## config.mk

```make
export PLATFORM = sky130hd
export DESIGN_NAME = subtractor_serial_flat
export DESIGN_NICKNAME = d
export VERILOG_FILES = /design/src/rtl/subtractor_serial_if.sv /design/src/rtl/subtractor_serial.sv /design/src/flat_wrapper.sv
export SDC_FILE = /design/constraint.sdc
export NUM_CORES = 1
export LEC_CHECK = 0
export CAP_MARGIN = 10
export CORE_MARGIN = 3
export CORE_UTILIZATION = 44
export CTS_CLUSTER_DIAMETER = 100
export DETAILED_ROUTE_END_ITERATION = 12
export PLACE_DENSITY = 0.71
export SYNTH_ARGS = -nofsm -noshare
export SYNTH_HDL_FRONTEND = slang
export SYNTH_SLANG_ARGS = --single-unit
export TNS_END_PERCENT = 30
```

## constraint.sdc

```tcl
create_clock -name clk_i -period 2.1 [get_ports clk_i]
set_input_delay 0.42 -clock clk_i [delete_from_list [all_inputs] [get_ports clk_i]]
set_output_delay 0.42 -clock clk_i [all_outputs]
set_load 0.05 [all_outputs]
```

## src/rtl/subtractor_serial_if.sv

```systemverilog
// Operand/result handshake bundle for subtractor_serial.
// zero_o exists only when SUBTRACTOR_SERIAL_ZERO_FLAG_EN is defined.
interface subtractor_serial_if #(
  parameter int unsigned width_p = 5
);
  logic [width_p-1:0] a_i;
  logic [width_p-1:0] b_i;
  logic               valid_i;
  logic               ready_o;
  logic [width_p:0]   diff_o;
  logic               valid_o;
  logic               ready_i;
`ifdef SUBTRACTOR_SERIAL_ZERO_FLAG_EN
  logic               zero_o;
`endif

  modport slave (
    input  a_i, b_i, valid_i, ready_i,
`ifdef SUBTRACTOR_SERIAL_ZERO_FLAG_EN
    output zero_o,
`endif
    output ready_o, diff_o, valid_o
  );

  modport master (
    output a_i, b_i, valid_i, ready_i,
`ifdef SUBTRACTOR_SERIAL_ZERO_FLAG_EN
    input  zero_o,
`endif
    input  ready_o, diff_o, valid_o
  );
endinterface

```

## src/rtl/subtractor_serial.sv

```systemverilog
// Bit-serial two's-complement subtractor, LSB first, one full-subtractor cell.
// Optional zero flag enabled by SUBTRACTOR_SERIAL_ZERO_FLAG_EN.
module subtractor_serial #(
  parameter int unsigned width_p = 5
) (
  input  logic                 clk_i,
  input  logic                 reset_i,
  subtractor_serial_if.slave   bus
);
  localparam int unsigned cnt_w_lp = $clog2(width_p + 1);
  localparam logic [cnt_w_lp-1:0] last_cnt_lp = cnt_w_lp'(width_p - 1);

  typedef enum logic [1:0] {IDLE, BUSY, DONE} state_e;

  state_e                state_q, state_d;
  logic [width_p-1:0]    a_q, b_q;
  logic                  borrow_q;
  logic [cnt_w_lp-1:0]   cnt_q;
  logic [width_p:0]      diff_q;
  logic                  accept, last_bit, d_bit, borrow_next;
  logic                  ready, valid;
  logic [width_p-1:0]    res_shift;

  always_ff @(posedge clk_i or posedge reset_i) begin
    if (reset_i) state_q <= IDLE;
    else         state_q <= state_d;
  end

  always_comb begin
    state_d  = state_q;
    ready    = 1'b0;
    valid    = 1'b0;
    accept   = 1'b0;
    last_bit = (cnt_q == last_cnt_lp);
    case (state_q)
      IDLE: begin
        ready = ~reset_i;
        if (bus.valid_i && !reset_i) begin
          accept  = 1'b1;
          state_d = BUSY;
        end
      end
      BUSY: if (last_bit) state_d = DONE;
      DONE: begin
        valid = 1'b1;
        if (bus.ready_i) state_d = IDLE;
      end
      default: state_d = IDLE;
    endcase
  end

  // Full-subtractor cell on the current LSBs; result shifts in from the top
  // so the first bit produced ends up at bit 0 after width_p shifts.
  always_comb begin
    d_bit       = a_q[0] ^ b_q[0] ^ borrow_q;
    borrow_next = (~a_q[0] & b_q[0]) | (~(a_q[0] ^ b_q[0]) & borrow_q);
    res_shift   = diff_q[width_p-1:0] >> 1;
    res_shift[width_p-1] = d_bit;
  end

  always_ff @(posedge clk_i or posedge reset_i) begin
    if (reset_i) begin
      a_q      <= '0;
      b_q      <= '0;
      borrow_q <= 1'b0;
      cnt_q    <= '0;
      diff_q   <= '0;
    end else if (accept) begin
      a_q      <= bus.a_i;
      b_q      <= bus.b_i;
      borrow_q <= 1'b0;
      cnt_q    <= '0;
    end else if (state_q == BUSY) begin
      a_q      <= a_q >> 1;
      b_q      <= b_q >> 1;
      borrow_q <= borrow_next;
      cnt_q    <= cnt_q + cnt_w_lp'(1);
      diff_q[width_p-1:0] <= res_shift;
      if (last_bit) diff_q[width_p] <= borrow_next;
    end
  end

`ifdef SUBTRACTOR_SERIAL_ZERO_FLAG_EN
  logic nz_q, zero_q;

  // Sticky OR of produced bits; with a zero difference the borrow is also 0.
  always_ff @(posedge clk_i or posedge reset_i) begin
    if (reset_i) begin
      nz_q   <= 1'b0;
      zero_q <= 1'b0;
    end else if (accept) begin
      nz_q   <= 1'b0;
    end else if (state_q == BUSY) begin
      nz_q <= nz_q | d_bit;
      if (last_bit) zero_q <= ~(nz_q | d_bit);
    end
  end

  assign bus.zero_o = zero_q;
`endif

  assign bus.ready_o = ready;
  assign bus.valid_o = valid;
  assign bus.diff_o  = diff_q;
endmodule

```

## src/flat_wrapper.sv

```systemverilog
// flat-port wrapper written by rule: the top's interface ports become plain ports
module subtractor_serial_flat 
#(
  parameter int unsigned width_p = 5
)
  (clk_i, reset_i, bus_a_i, bus_b_i, bus_valid_i, bus_ready_i, bus_ready_o, bus_diff_o, bus_valid_o);
  subtractor_serial_if #(.width_p(width_p)) bus_i ();
  input  logic clk_i;
  input  logic reset_i;
  input wire logic [$bits(bus_i.a_i)-1:0] bus_a_i;
  input wire logic [$bits(bus_i.b_i)-1:0] bus_b_i;
  input wire logic [$bits(bus_i.valid_i)-1:0] bus_valid_i;
  input wire logic [$bits(bus_i.ready_i)-1:0] bus_ready_i;
  output wire logic [$bits(bus_i.ready_o)-1:0] bus_ready_o;
  output wire logic [$bits(bus_i.diff_o)-1:0] bus_diff_o;
  output wire logic [$bits(bus_i.valid_o)-1:0] bus_valid_o;
  assign bus_i.a_i = bus_a_i;
  assign bus_i.b_i = bus_b_i;
  assign bus_i.valid_i = bus_valid_i;
  assign bus_i.ready_i = bus_ready_i;
  assign bus_ready_o = bus_i.ready_o;
  assign bus_diff_o = bus_i.diff_o;
  assign bus_valid_o = bus_i.valid_o;
  subtractor_serial #(.width_p(width_p)) u_core (.clk_i(clk_i), .reset_i(reset_i), .bus(bus_i));
endmodule
```

# --- After elaboration in Yosys (flattened, before gate mapping) ---
# Cells that the tools add are included.
totals:
  ff_bits: 22
  input_bits: 14
  out_inout_bits: 8
  wordCells: 46
op_classes:
  addsub: 1
  eq_ne: 6
  n_mux: 16
  n_bitwise: 9
  reduce_logical: 7
op_table:
  columns: ["cell", "n"]
  rows:
  - ["2-to-1 mux 5 bit", 4]
  - ["2-to-1 mux 1 bit", 6]
  - ["2-to-1 mux 2 bit", 3]
  - ["2-to-1 mux 3 bit", 2]
  - ["one-hot mux 2 bit (3 select lines)", 1]
  - ["AND reduction 3 bit", 2]
  - ["inequality test 2 x 1 -> 1 bit, second input constant", 2]
  - ["inverter 1 bit", 4]
  - ["adder 3 x 1 -> 3 bit, second input constant", 1]
  - ["equality test 3 bit, second input constant", 1]
  - ["bitwise AND 1 bit", 2]
  - ["equality test 2 x 1 -> 1 bit, second input constant", 1]
  - ["equality test 2 bit, second input constant", 1]
  - ["zero test 2 bit", 1]
  - ["inequality test 2 bit, second input constant", 1]
  - ["AND reduction 2 bit", 1]
  - ["nonzero test 2 bit", 1]
  - ["XOR 1 bit", 2]
  - ["logical AND 1 bit", 1]
  - ["zero test 1 bit", 1]
  - ["OR 1 bit", 1]

# --- Depth between registers and ports, before layout ---
logic_depth:
  word_depth: 6
  depth_mapped: 5
  depth_no_buf: 5

# --- Least setup slack after synthesis ---
# No wires, ideal clock.
synth_path:
  path_type: "reg2out"
  from: "register u_core.state_q[0]"
  to: "output bus_ready_o"
  arrival_time_ns: 1.543
  required_ns: 1.680
  slack_ns: 0.137
  stages_incl_launch_ff: 2
  path_buffers: 0
  path_cell_list: "dfrtp_1 -> nor3_1"
synth_via:
  elab_chain_cells: 2
synth_rtl:
  columns: ["item", "line_no", "rtl"]
  rows:
  - ["start, declared", "subtractor_serial.sv:15", "state_e state_q, state_d;"]
  - ["start signal, assigned", "subtractor_serial.sv:26", "else state_q <= state_d;"]
  - ["zero test 2 bit", "subtractor_serial.sv:35", "case (state_q)"]
  - ["2-to-1 mux 1 bit", "subtractor_serial.sv:35", null]
  - ["end, declared", "flat_wrapper.sv:14", "output wire logic [$bits(bus_i.ready_o)-1:0] bus_ready_o;"]
# No other way between the ends.

# --- Worst setup path in the final report ---
layout_path:
  from: "register u_core.diff_q[1] (netlist: u_core.bus.diff_o[1])"
  to: "output bus_diff_o[1]"
layout_rtl:
  columns: ["item", "line_no", "rtl"]
  rows:
  - ["start, declared", "subtractor_serial.sv:19", "logic [width_p:0] diff_q;"]
  - ["start signal, assigned by index", "subtractor_serial.sv:78", "diff_q[width_p-1:0] <= res_shift;"]
  - ["start signal, assigned by index", "subtractor_serial.sv:79", "if (last_bit) diff_q[width_p] <= borrow_next;"]
  - ["end, declared", "flat_wrapper.sv:15", "output wire logic [$bits(bus_i.diff_o)-1:0] bus_diff_o;"]
# No word-level cell between the ends.

==> impl_metrics.csv <==
group,metric,value,unit
outcome,outcome,"finished, final reports clean",
die,die_x,54.17,µm
setup_path,arrival,1.48,ns
finish,area_growth_syn_to_layout,26.84,%
detailed_routing,vias,703,
timing,layout_setup_ws,0.1977,ns
power,switching_power,0.7992,mW
clock_network,cts_resized,0,
clock_network,clkLatencyLatePin,0.29,ns
synthesis,ys_warn_count,0,
timing,slew_headroom,66.89,%
synthesis,seq_area_frac_synth,53.92,%
synthesis,yosys.area_share.xor_xnor,0.8578,%
placed_design,gp_congestion,0.7104,
clock_network,cts.sinks,22,
timing,clock_skew,0.003517,ns
synthesis,yosys.area_share.simple,16.54,%
placed_design,place_area,1272,µm²
timing,slew_violations,0,
clock_network,hold_buffers,0,
power,p_per_area,1454,nW/µm²
setup_path,path_max_fanout,3,
setup_path,critical_path.top_delay_family,"buffers and inverters",
synthesis,synth_most_common_cell,"nand2_1",
placed_design,io_buffer_count,21,
setup_path,endpoint,"bus_diff_o[1]",
synthesis,synth_compound_area_share,16.67,%
power,swShare,42.44,%
setup_path,max_stage_delay,0.81,ns
setup_path,crit_chain,"clkdlybuf4s50_1",
setup_path,critPathCaptureType,"primary output",
timing,holdWs,0.4892,ns
setup_path,required,1.68,ns
setup_path,cp_slowest_cell,"clkdlybuf4s50_1",
die,fp.dieArea,2934,µm²
power,power.leakage,0.6495,nW
placed_design,dpl_worst_slack,0.2725,ns
clock_network,clk_pin_slew,0.11,ns
detailed_routing,drc,0,
grt,grt_max_degree,23,
min_path,hold_class,"register to register",
die,rows,16,
clock_network,tritoncts,"done",
power,p_int,1.084,mW
finish,instances_no_fill,144,
clock_network,clockRootBuffer,"clkbuf_4",
detailed_routing,drt_first_pass_iters,4,
detailed_routing,routedWlPerCell,12.19,µm
timing,post-route-period-util,90.59,%
power,seqPwrFrac,38.8,%
placed_design,dp_hpwl,1300,µm
setup_path,cp.depth,1,
synthesis,yosys-top-cells-count,"nand2_1, dfrtp_1, a21o_1, a22o_2, inv_1",
setup_path,timing.rr.start,"u_core.state_q[0]",
grt,antenna_found_initial,0,
synthesis,ys_ff_latch,22,
grt,track_usage,14.55,%
timing,rsz0062_at_grt,"false",
timing,worst_pin_slew,0.4950,ns
power,clkPwrFrac,9.5,%
synthesis,yosys.area.top_type_share,53.92,%
die,initial_core_util,49.04,%
detailed_routing,ant_nets,0,
setup_path,reg2reg_slack,0.65,ns
synthesis,synth_cell_types,27,
power,total_power,1.883,mW
finish,layout-drive-gt1-share,16.24,%
power,pwr-share-comb,51.7,%
synthesis,syn_nets,110,
synthesis,ys_async_sr_fraction,100.0,%
synthesis,syn_area_per_cell,10.98,µm²
synthesis,synth_fa_ha_area_share,4.412,%
finish,fin_util,62.20,%
clock_network,cts_made_buffers,3,
timing,period_needed,1.902,ns
finish,fin_area,1295,µm²
setup_path,worst-path-buf-inv,1,
power,ir_drop,0.9691,mV
setup_path,r2r_cells,4,
detailed_routing,drtIter0Drc,9,
detailed_routing,routed_wl,1756,µm
clock_network,postCtsSetupBuffers,0,
die,coreArea,2082,µm²
grt,grt_overflow,0,
timing,setup-violations-final,0,
flow_run,max_cap_violations,0,
synthesis,yosysTopAreaCell,"dfrtp_1",
synthesis,syn-instance-count,93,
finish,n_antenna_cell,0,
setup_path,r2r-end,"u_core.cnt_q[0]",
synthesis,ys.flop_type,"dfrtp_1",
timing,final.setup.tns,0,ns
die,fp.dieH,54.17,µm
setup_path,setup.worst_path.start,"u_core.bus.diff_o[1]",
synthesis,muxShareOfSynthArea,2.451,%
clock_network,htreeDepth,1,
timing,hold_viol,0,
grt,grt_pass1_wl,3077,µm
grt,grt_pass1_vias,728,
finish,nFillCells,183,
synthesis,synth-edff-count,0,
synthesis,syn_area,1021,µm²
clock_network,clockBufferDepth,2,
detailed_routing,routed_via_density,4.882,
synthesis,synth.area.top_cells,"dfrtp_1, nand2_1, a22o_2, a21o_1, ha_1",
placed_design,dp.cells,141,
die,io_pins,22,
setup_path,start_kind,"register",
timing,fmax,0.5257,GHz
synthesis,synth_top_family_by_area,"compound AO/OA/AOI/OAI gates",
finish,final_nets,136,
setup_path,crit_type,"register to primary output",
routing by layer:
layer,global-route usage [%],vias to the layer above,part of all wire (%)
met2,24.30,15,46
met5,0,-,0
met4,6.224,0,0.68
li1,-,365,-
met3,2.770,2,5.5
met1,18.15,321,47
cell families after synthesis:
| family | Yosys count |
|---|---|
| flip-flops | 22 |
| AND/OR/NAND/NOR | 33 |
| buffers and inverters | 10 |
| adder cells (fa/ha/maj) | 3 |
| XOR/XNOR | 1 |
| multiplexers | 2 |
| AO/OA/AOI/OAI | 22 |
worst min path at each step:
| stage | slack (ns) | cells after the start | to | start |
|---|---|---|---|---|
| after floorplan | 0.41 | 1 | u_core.a_q[0] | reset_i |
| after global placement | 0.46 | 2 | u_core.bus.diff_o[0] | u_core.bus.diff_o[0] |
| after detailed placement | 0.47 | 2 | u_core.bus.diff_o[0] | u_core.bus.diff_o[0] |
| after CTS | 0.49 | 2 | u_core.bus.diff_o[0] | u_core.bus.diff_o[0] |
| after global routing | 0.53 | 1 | u_core.b_q[3] | u_core.b_q[3] |
| final | 0.49 | 1 | u_core.b_q[3] | u_core.b_q[3] |
state kept, by name, summed over array words and instances, names as in the netlist:
name / flops
u_core.b_q: 5
u_core.bus.diff_o: 6
u_core.state_q: 2
u_core.cnt_q: 3
u_core.a_q: 5
u_core.borrow_q: 1
layout by cell type, fill, tap and decap left out, drive strengths merged:
cell type      instances
nand2                 23
dfrtp                 22
clkdlybuf4s50         19
a22o                   6
a21o                   6
inv                    6
buf                    6
o21ai                  4
clkbuf                 3
nor2                   3
o31ai                  2
nor3                   2
ha                     2
nor4b                  1
nand3b                 1
xor2                   1
or2b                   1
o22ai                  1
nor2b                  1
mux2                   1
and2b                  1
mux2i                  1
o2bb2ai                1
a21oi                  1
a221o                  1
fa                     1
cell type report:
class                      instances  area, µm²  share of cell area, %
clock buffer                       3      22.52                  1.739
timing repair buffer              25      247.7                  19.13
multi-input combinational         61      417.9                  32.27
inverter                           6      22.52                  1.739
tap                               27      33.78                  2.609
sequential                        22      550.5                  42.51
power by group through the flow:
stage | clock network (mW) | logic, mW | registers (mW)
floorplan | 0 | 0.575 | 0.885
finish | 0.178 | 0.974 | 0.731
CTS | 0.187 | 0.991 | 0.732
detailed placement | 0 | 0.989 | 0.741
global route | 0.206 | 1.09 | 0.760
global placement | 0 | 0.962 | 0.736
No activity file was read; power rests on OpenSTA's default activity.
